### src/rtl/mux8_valve_if.sv
// Request/valve bundle between the assay scheduler (master) and the
// 8-inlet mux valve sequencer (slave).
interface mux8_valve_if #(
   parameter int unsigned DWELL_W = 16
);
   logic               req_valid;
   logic               req_ready;
   logic [2:0]         req_sel;
   logic [DWELL_W-1:0] req_dwell;
   logic               abort;
   logic [5:0]         valve_close;
   logic               path_open;
   logic [2:0]         active_sel;
   logic               done;
   logic               aborted;

   modport master (
      output req_valid, req_sel, req_dwell, abort,
      input  req_ready, valve_close, path_open, active_sel, done, aborted
   );

   modport slave (
      input  req_valid, req_sel, req_dwell, abort,
      output req_ready, valve_close, path_open, active_sel, done, aborted
   );
endinterface

### src/rtl/mux8_valve_ctrl.sv
// Break-before-make sequencer for the six control lines of the 8-inlet
// fluidic mux: all-closed settle, timed open path, then done/aborted report.
module mux8_valve_ctrl #(
   parameter int unsigned SETTLE_CYC = 4,   // 1..255
   parameter int unsigned DWELL_W    = 16
) (
   input  logic       clk,
   input  logic       rst,
   mux8_valve_if.slave bus
);

   localparam int unsigned      SET_W     = 8;
   localparam logic [SET_W-1:0] SETTLE_LD = SET_W'(SETTLE_CYC);
   localparam logic [5:0]       ALL_CLOSED = 6'h3F;

   typedef enum logic [1:0] {
      S_IDLE,
      S_SETTLE,
      S_OPEN
   } state_e;

   state_e             state_q, state_d;
   logic [SET_W-1:0]   settle_cnt_q, settle_cnt_d;
   logic [DWELL_W-1:0] dwell_cnt_q, dwell_cnt_d;
   logic [2:0]         sel_q, sel_d;
   logic [5:0]         valve_close_q, valve_close_d;
   logic               path_open_q, path_open_d;
   logic               done_q, done_d;
   logic               aborted_q, aborted_d;
   logic               req_ready;
   logic               accept;

   // Each level opens exactly one line of its pair: c(2i+1) when the bit is 0.
   function automatic logic [5:0] path_pattern(input logic [2:0] sel);
      logic [5:0] p;
      for (int i = 0; i < 3; i++) begin
         p[2*i]   = sel[i];
         p[2*i+1] = ~sel[i];
      end
      return p;
   endfunction

   assign req_ready = (state_q == S_IDLE) && !rst;
   assign accept    = bus.req_valid && req_ready;

   always_comb begin
      // NOTE: every always_comb output gets a default first so no path infers a latch.
      state_d      = state_q;
      settle_cnt_d = settle_cnt_q;
      dwell_cnt_d  = dwell_cnt_q;
      sel_d        = sel_q;
      done_d       = 1'b0;
      aborted_d    = 1'b0;

      unique case (state_q)
         S_IDLE: begin
            if (accept) begin
               sel_d        = bus.req_sel;
               dwell_cnt_d  = bus.req_dwell;
               settle_cnt_d = SETTLE_LD;
               state_d      = S_SETTLE;
            end
         end

         S_SETTLE: begin
            settle_cnt_d = settle_cnt_q - 1'b1;
            if (bus.abort) begin
               state_d   = S_IDLE;
               done_d    = 1'b1;
               aborted_d = 1'b1;
            end else if (settle_cnt_q == SET_W'(1)) begin
               if (dwell_cnt_q != '0) begin
                  state_d = S_OPEN;
               end else begin
                  state_d = S_IDLE;
                  done_d  = 1'b1;
               end
            end
         end

         S_OPEN: begin
            // Entered only with a nonzero dwell and left at 1, so this never wraps.
            dwell_cnt_d = dwell_cnt_q - 1'b1;
            if (bus.abort) begin
               state_d   = S_IDLE;
               done_d    = 1'b1;
               aborted_d = 1'b1;
            end else if (dwell_cnt_q == DWELL_W'(1)) begin
               state_d = S_IDLE;
               done_d  = 1'b1;
            end
         end

         default: begin
            state_d = S_IDLE;
         end
      endcase

      // Valve lines are decoded from the next state so they switch in one edge.
      path_open_d   = (state_d == S_OPEN);
      valve_close_d = path_open_d ? path_pattern(sel_d) : ALL_CLOSED;
   end

   always_ff @(posedge clk) begin
      // NOTE: sequential state uses non-blocking assignments only.
      if (rst) begin
         state_q       <= S_IDLE;
         settle_cnt_q  <= '0;
         dwell_cnt_q   <= '0;
         sel_q         <= '0;
         valve_close_q <= ALL_CLOSED;
         path_open_q   <= 1'b0;
         done_q        <= 1'b0;
         aborted_q     <= 1'b0;
      end else begin
         state_q       <= state_d;
         settle_cnt_q  <= settle_cnt_d;
         dwell_cnt_q   <= dwell_cnt_d;
         sel_q         <= sel_d;
         valve_close_q <= valve_close_d;
         path_open_q   <= path_open_d;
         done_q        <= done_d;
         aborted_q     <= aborted_d;
      end
   end

   assign bus.req_ready   = req_ready;
   assign bus.valve_close = valve_close_q;
   assign bus.path_open   = path_open_q;
   assign bus.active_sel  = sel_q;
   assign bus.done        = done_q;
   assign bus.aborted     = aborted_q;

endmodule

### src/flat_wrapper.sv
// flat-port wrapper written by rule: the top's interface ports become plain ports
module mux8_valve_ctrl_flat 
#(
   parameter int unsigned SETTLE_CYC = 4,            
   parameter int unsigned DWELL_W    = 16
)
  (clk, rst, bus_req_valid, bus_req_sel, bus_req_dwell, bus_abort, bus_req_ready, bus_valve_close, bus_path_open, bus_active_sel, bus_done, bus_aborted);
  mux8_valve_if #(.DWELL_W(DWELL_W)) bus_i ();
  input  logic clk;
  input  logic rst;
  input wire logic [$bits(bus_i.req_valid)-1:0] bus_req_valid;
  input wire logic [$bits(bus_i.req_sel)-1:0] bus_req_sel;
  input wire logic [$bits(bus_i.req_dwell)-1:0] bus_req_dwell;
  input wire logic [$bits(bus_i.abort)-1:0] bus_abort;
  output wire logic [$bits(bus_i.req_ready)-1:0] bus_req_ready;
  output wire logic [$bits(bus_i.valve_close)-1:0] bus_valve_close;
  output wire logic [$bits(bus_i.path_open)-1:0] bus_path_open;
  output wire logic [$bits(bus_i.active_sel)-1:0] bus_active_sel;
  output wire logic [$bits(bus_i.done)-1:0] bus_done;
  output wire logic [$bits(bus_i.aborted)-1:0] bus_aborted;
  assign bus_i.req_valid = bus_req_valid;
  assign bus_i.req_sel = bus_req_sel;
  assign bus_i.req_dwell = bus_req_dwell;
  assign bus_i.abort = bus_abort;
  assign bus_req_ready = bus_i.req_ready;
  assign bus_valve_close = bus_i.valve_close;
  assign bus_path_open = bus_i.path_open;
  assign bus_active_sel = bus_i.active_sel;
  assign bus_done = bus_i.done;
  assign bus_aborted = bus_i.aborted;
  mux8_valve_ctrl #(.SETTLE_CYC(SETTLE_CYC), .DWELL_W(DWELL_W)) u_core (.clk(clk), .rst(rst), .bus(bus_i));
endmodule
### config.mk
export PLATFORM = sky130hd
export DESIGN_NAME = mux8_valve_ctrl_flat
export DESIGN_NICKNAME = d
export VERILOG_FILES = /design/src/rtl/mux8_valve_if.sv /design/src/rtl/mux8_valve_ctrl.sv /design/src/flat_wrapper.sv
export SDC_FILE = /design/constraint.sdc
export NUM_CORES = 1
export LEC_CHECK = 0
export CAP_MARGIN = 10
export CORE_AREA = 2 2 95 69
export DETAILED_ROUTE_END_ITERATION = 8
export DIE_AREA = 0 0 97 71
export PLACE_DENSITY = 0.7
export SLEW_MARGIN = 20
export SYNTH_ARGS = -nofsm -noshare
export SYNTH_HDL_FRONTEND = slang
export SYNTH_SLANG_ARGS = --single-unit
### constraint.sdc
create_clock -name clk -period 2.05 [get_ports clk]
set_input_delay 0.3075 -clock clk [delete_from_list [all_inputs] [get_ports clk]]
set_output_delay 0.3075 -clock clk [all_outputs]
set_load 0.005 [all_outputs]
# Yosys cells after proc, flatten, opt, wreduce, memory -nomap -nowiden
# Cells that the tools add are included.
word_totals:
  regBits: 38
  wordCells: 53
  input_bits: 23
  out_inout_bits: 13
classes:
  bitwise: 5
  n_reduce_logical: 12
  mux: 20
  n_eq_ne: 6
  add_sub_neg: 2
op_table:
  columns: ["operator", "count"]
  rows:
  - ["$pmux 16 s2", 1]
  - ["$eq 16x1->1 const B", 1]
  - ["$mux 16", 1]
  - ["$pmux 8 s2", 1]
  - ["$reduce_bool 16->1", 1]
  - ["$sub 16x1->16 const B", 1]
  - ["$mux 2", 6]
  - ["$eq 8x1->1 const B", 1]
  - ["$mux 8", 1]
  - ["$sub 8x1->8 const B", 1]
  - ["$mux 1", 6]
  - ["$mux 3", 2]
  - ["$pmux 2 s3", 1]
  - ["$reduce_or 2->1", 3]
  - ["$not 1->1", 5]
  - ["$eq 2x2->1 const B", 2]
  - ["$reduce_and 2->1", 2]
  - ["$reduce_bool 2->1", 2]
  - ["$eq 2x1->1 const B", 1]
  - ["$logic_and 1x1->1", 2]
  - ["$logic_not 2->1", 1]
  - ["$ne 2x1->1 const B", 1]
  - ["$pmux 1 s2", 1]
  - ["$logic_not 1->1", 1]

# Depth between registers and ports, before layout
# Gate-level depths: netlist of run 1.
depth:
  ltp_word: 8
  mapped_depth: 8

# Worst setup path after synthesis of run 1
# OpenSTA, ideal clock, no wires.
synth_timing:
  path_type: "reg2reg"
  startpoint: "register u_core.state_q[1]"
  endpoint: "register u_core.settle_cnt_q[7]"
  setup_ns: 0.116
  stages_incl_launch_ff: 9
  arrival_ns: 1.864
  required_time_ns: 1.934
  slack_ns: 0.070
  n_path_buf: 1
  period_less_slack_ns: 1.980
  cell_sequence: "dfxtp_1 inv_1 ha_1 clkbuf_8 nand2b_1 a2111o_1 or3_1 xor2_1 nor2_2"
synth_via:
  elab_chain_len: 5
  elab_cells_between_ends: 8
synth_lines:
  columns: ["element", "line", "rtl"]
  rows:
  - ["start: declaration", "mux8_valve_ctrl.sv:22", "state_e state_q, state_d;"]
  - ["start signal: assignment", "mux8_valve_ctrl.sv:116", "state_q <= state_d;"]
  - ["$logic_not 2->1", "mux8_valve_ctrl.sv:43, mux8_valve_ctrl.sv:55", null]
  - ["$logic_and 1x1->1", "mux8_valve_ctrl.sv:43", "assign req_ready = (state_q == S_IDLE) && !rst;"]
  - ["$logic_and 1x1->1", "mux8_valve_ctrl.sv:44", "assign accept = bus.req_valid && req_ready;"]
  - ["$ne 2x1->1 (no line)", null, null]
  - ["$reduce_and 2->1 (no line)", null, null]
  - ["end signal: assignment", "mux8_valve_ctrl.sv:117", "settle_cnt_q <= settle_cnt_d;"]
  - ["end: declaration", "mux8_valve_ctrl.sv:23", "logic [SET_W-1:0] settle_cnt_q, settle_cnt_d;"]
# Parallel ways exist; a longest one is shown, timed or not.
# A chain may end at the register's enable or synchronous reset.

# Worst setup path in the final report of run 1
layout_timing:
  startpoint: "register u_core.state_q[1]"
  endpoint: "output port bus_req_ready"
layout_via:
  elab_chain_len: 2
layout_lines:
  columns: ["element", "line", "rtl"]
  rows:
  - ["$logic_not 2->1", "mux8_valve_ctrl.sv:43", null]
  - ["$logic_and 1x1->1", "mux8_valve_ctrl.sv:43", null]
  - ["end: declaration", "flat_wrapper.sv:15", "output wire logic [$bits(bus_i.req_ready)-1:0] bus_req_ready;"]
# No other way between the ends.

==> results of run 1 <==
## kinds of logic after synthesis
group	count (synthesis)	share of synthesized area (%)
buffers and inverters	25	5.767
multiplexers	4	2.025
flip-flops	38	37.30
AND/OR/NAND/NOR	93	24.17
AO/OA/AOI/OAI	73	22.64
XOR/XNOR	6	2.577
adder cells (fa/ha/maj)	9	5.522
## placed cells by master (no fill, tap or decap), types with 4 or more instances in the layout
master / instances
dfxtp_1: 38
ha_1: 8
a211oi_1: 4
clkbuf_8: 5
nand2_1: 22
and3_1: 8
inv_1: 9
xor2_1: 4
nor4_1: 5
nand2b_1: 6
clkdlybuf4s50_1: 35
a21oi_1: 25
nor2_1: 23
o21ai_0: 17
buf_4: 22
nand4_1: 7
nor3_1: 4
## layout make-up
type                            count  area share (%)
Timing Repair Buffer               58           19.60
Clock buffer                        5           2.518
Sequential cell                    38           27.84
Tap cell                           78           3.571
Multi-Input combinational cell    185           43.18
Clock inverter                      3           1.648
Inverter                           12           1.648
## where the power goes
part | switching (uW) | total [uW] | leakage, uW | internal [uW]
Sequential | 42.5 | 820 | 0.000310 | 778
Combinational | 200 | 397 | 0.000697 | 197
Clock | 277 | 639 | 0.0000504 | 362
Total | 519 | 1860 | 0.00106 | 1340
## final timing paths
path / startpoint / end / slack (ns) / cells past startpoint
worst min register to register: u_core.dwell_cnt_q[15] / u_core.dwell_cnt_q[15] / 0.50 / 2
worst max register to register: u_core.state_q[1] / u_core.bus.valve_close[0] / 0.18 / 9
worst min-delay path: u_core.dwell_cnt_q[15] / u_core.dwell_cnt_q[15] / 0.50 / 2
worst max-delay path: u_core.state_q[1] / bus_req_ready / 0.10 / 6
## metal layers
| metal | up-vias | global-route usage, % |
|---|---|---|
| met5 | - | 0 |
| met4 | 0 | 3.286 |
| met3 | 0 | 3.458 |
| met2 | 59 | 23.46 |
| met1 | 916 | 23.89 |
| li1 | 1004 | - |
## state kept, by name, indices dropped and copies added, names as in the netlist
register                count
u_core.dwell_cnt_q         16
u_core.settle_cnt_q         8
u_core.bus.valve_close      6
u_core.bus.active_sel       3
u_core.state_q              2
u_core.bus.aborted          1
u_core.bus.done             1
u_core.bus.path_open        1
## repair_timing
item | CTS | global route
endpoints found under the setup margin | 1 | 8
cloned | 0 | 0
resized for setup | 1 | 4
## worst min-delay path, cell delays in order (launching register included)
cell	delay [ns]
dfxtp_1	0.32
o211ai_1	0.08
a21oi_1	0.06
## metrics by stage
| stage | worst slack (ns) | util [%] | cell area, um^2 | setup TNS, ns |
|---|---|---|---|---|
| after detailed placement | -0.05234 | 43.08 | 2600 | -0.2853 |
| final | 0.1039 | 45.27 | 2733 | 0 |
| after global placement | 0.01671 | 43.08 | 2600 | 0 |
| after global routing | 0.01028 | 45.27 | 2733 | 0 |
| after floorplan | 0.07019 | - | 2039 | 0 |
| after CTS | 0.0001995 | 45.00 | 2716 | 0 |
==> results.cfg, run 1 <==
[run_status]
run_status = finished, final reports clean

[routing]
drt_drc_violations_left = 0
met2WireLength_um = 2265
dr.max_layer_used = met3
dr_wl_met3_um = 323
ant_nets = 0
met1_length_um = 2737
drtPass1Iterations = 4
routed-via-count = 1979
route.detailed.vias_per_inst = 5.222
wl_per_cell_um = 14.05
totalWireLength_um = 5326
drt-initial-drc-count = 218

[sta]
final.hold.worst_slack_ns = 0.5031
finalClockSkew_ns = 0.008214
fmaxAchievable_mhz = 513.8
tightestPinTransition_ns = 0.4960
finalSetupViolations = 0
timing.max_slew.rel_slack_pct = 66.08
finalHoldViolCount = 0
rsz0062_at_grt = no
drv_slew = 0
fin_crit_sh_pct = 94.93
timing.final.crit_period_ns = 1.946

[setup_path]
required_ns = 1.74
critPathLaunchType = flop
worstPathMaxFanout = 4
criticalPathCategory = reg -> out
cp.buffers_inverters = 4
worstSetupEndpointType = output port
top_delay_family_on_crit_path = buffers and inverters
timing.critical_path.slowest_stage_cell = clkdlybuf4s50_1
critical-path-max-stage-delay_ns = 0.50
data_arrival_critical_path_ns = 1.64
timing.critical_path.cells = inv_2 -> ha_4 -> buf_4 -> inv_1 -> nor2_1 -> clkdlybuf4s50_1

[global_routing]
global_route.usage.total_pct = 15.91
grt_start_max_net_pins = 35
global_route.overflow_total = 0
antenna_violations_before_repair = 0
first_global_vias = 1858
grt_first_pass_wirelength_um = 8997

[synthesis]
nets_in_the_synthesized_netlist = 280
synth.ff_latch_count = 38
yosysWarningCount = 0
synth.largest_area_cell = dfxtp_1
postSynth.asyncResetShare_pct = 0
yosysSeqAreaShare_pct = 37.30
post_synth_num_cell_types = 50
most_frequent_cell_after_synthesis = dfxtp_1
netlist_instances = 248
syn_area_per_cell_um2 = 8.224
ys.flop_type = dfxtp_1
netlist_top_cells_count = 38 x dfxtp_1, 25 x a21oi_1, 23 x nor2_1, 22 x nand2_1, 17 x o21ai_0
post-synth-top-area-fraction_pct = 37.30
netlist_top_cells_area = dfxtp_1 37%, a21oi_1 6.1%, ha_1 5.5%, nor2_1 4.2%, o21ai_0 4.2%
synth-edff-count = 0
syn_area_mm2 = 0.002039

[pwr]
p_leak_uw = 0.001057
total_power_uw = 1856
peakVddDrop_v = 0.0003424
power_density_mw_per_mm2 = 679.3

[place]
port_buffers = 35
placed_cells = 371
dp.final_hpwl_um = 3890
place.gp.congestion = 0.8594

[job]
max_capacitance_violation_count = 0

[final_layout]
seq_area_um2 = 760.7
antennaDiodeCount = 0
layout.nets = 332
final_layout_size_suffix_gt1_share_pct = 13.29
syn2layout_area_growth_pct = 33.99
layout.cells.non_filler = 379
layout.filler_cells = 589
total_area_of_multi_input_combinational_cells_mm2 = 0.001180

[cts]
clock_tree_from_tritoncts = done
htree_num_levels = 2
clock_latency_ns = 0.29
cts_setup_buffers = 0
cts_made_buffers = 5
hold_fix_buffers_cts = 0
cts.root.buffer_cell = clkbuf_8
tritoncts_num_sinks = 38
cts.reportedPaths.clkPinSlew_ns = 0.08
clock_tree.buffer_depth = 2

[die]
floorplan.rows = 24
die_outline_area_mm2 = 0.006887
die_x_um = 97
pin_count = 36
starting_density_of_the_core_pct = 33.79
core_area_mm2 = 0.006036
die-height_um = 71

[worst_hold_path]
min-delay-path-class = reg -> reg
Power figures use the tool's default switching activity.
==> inputs of run 2 (changes only) <==
--- a/config.mk
+++ b/config.mk
@@ -5,7 +5,6 @@
 export SDC_FILE = /design/constraint.sdc
 export NUM_CORES = 1
 export LEC_CHECK = 0
-export CAP_MARGIN = 10
 export CORE_AREA = 2 2 95 69
 export DETAILED_ROUTE_END_ITERATION = 8
 export DIE_AREA = 0 0 97 71
==> results of run 2 <==
No change in the layout: final DEF, timing and power equal those of run 1.
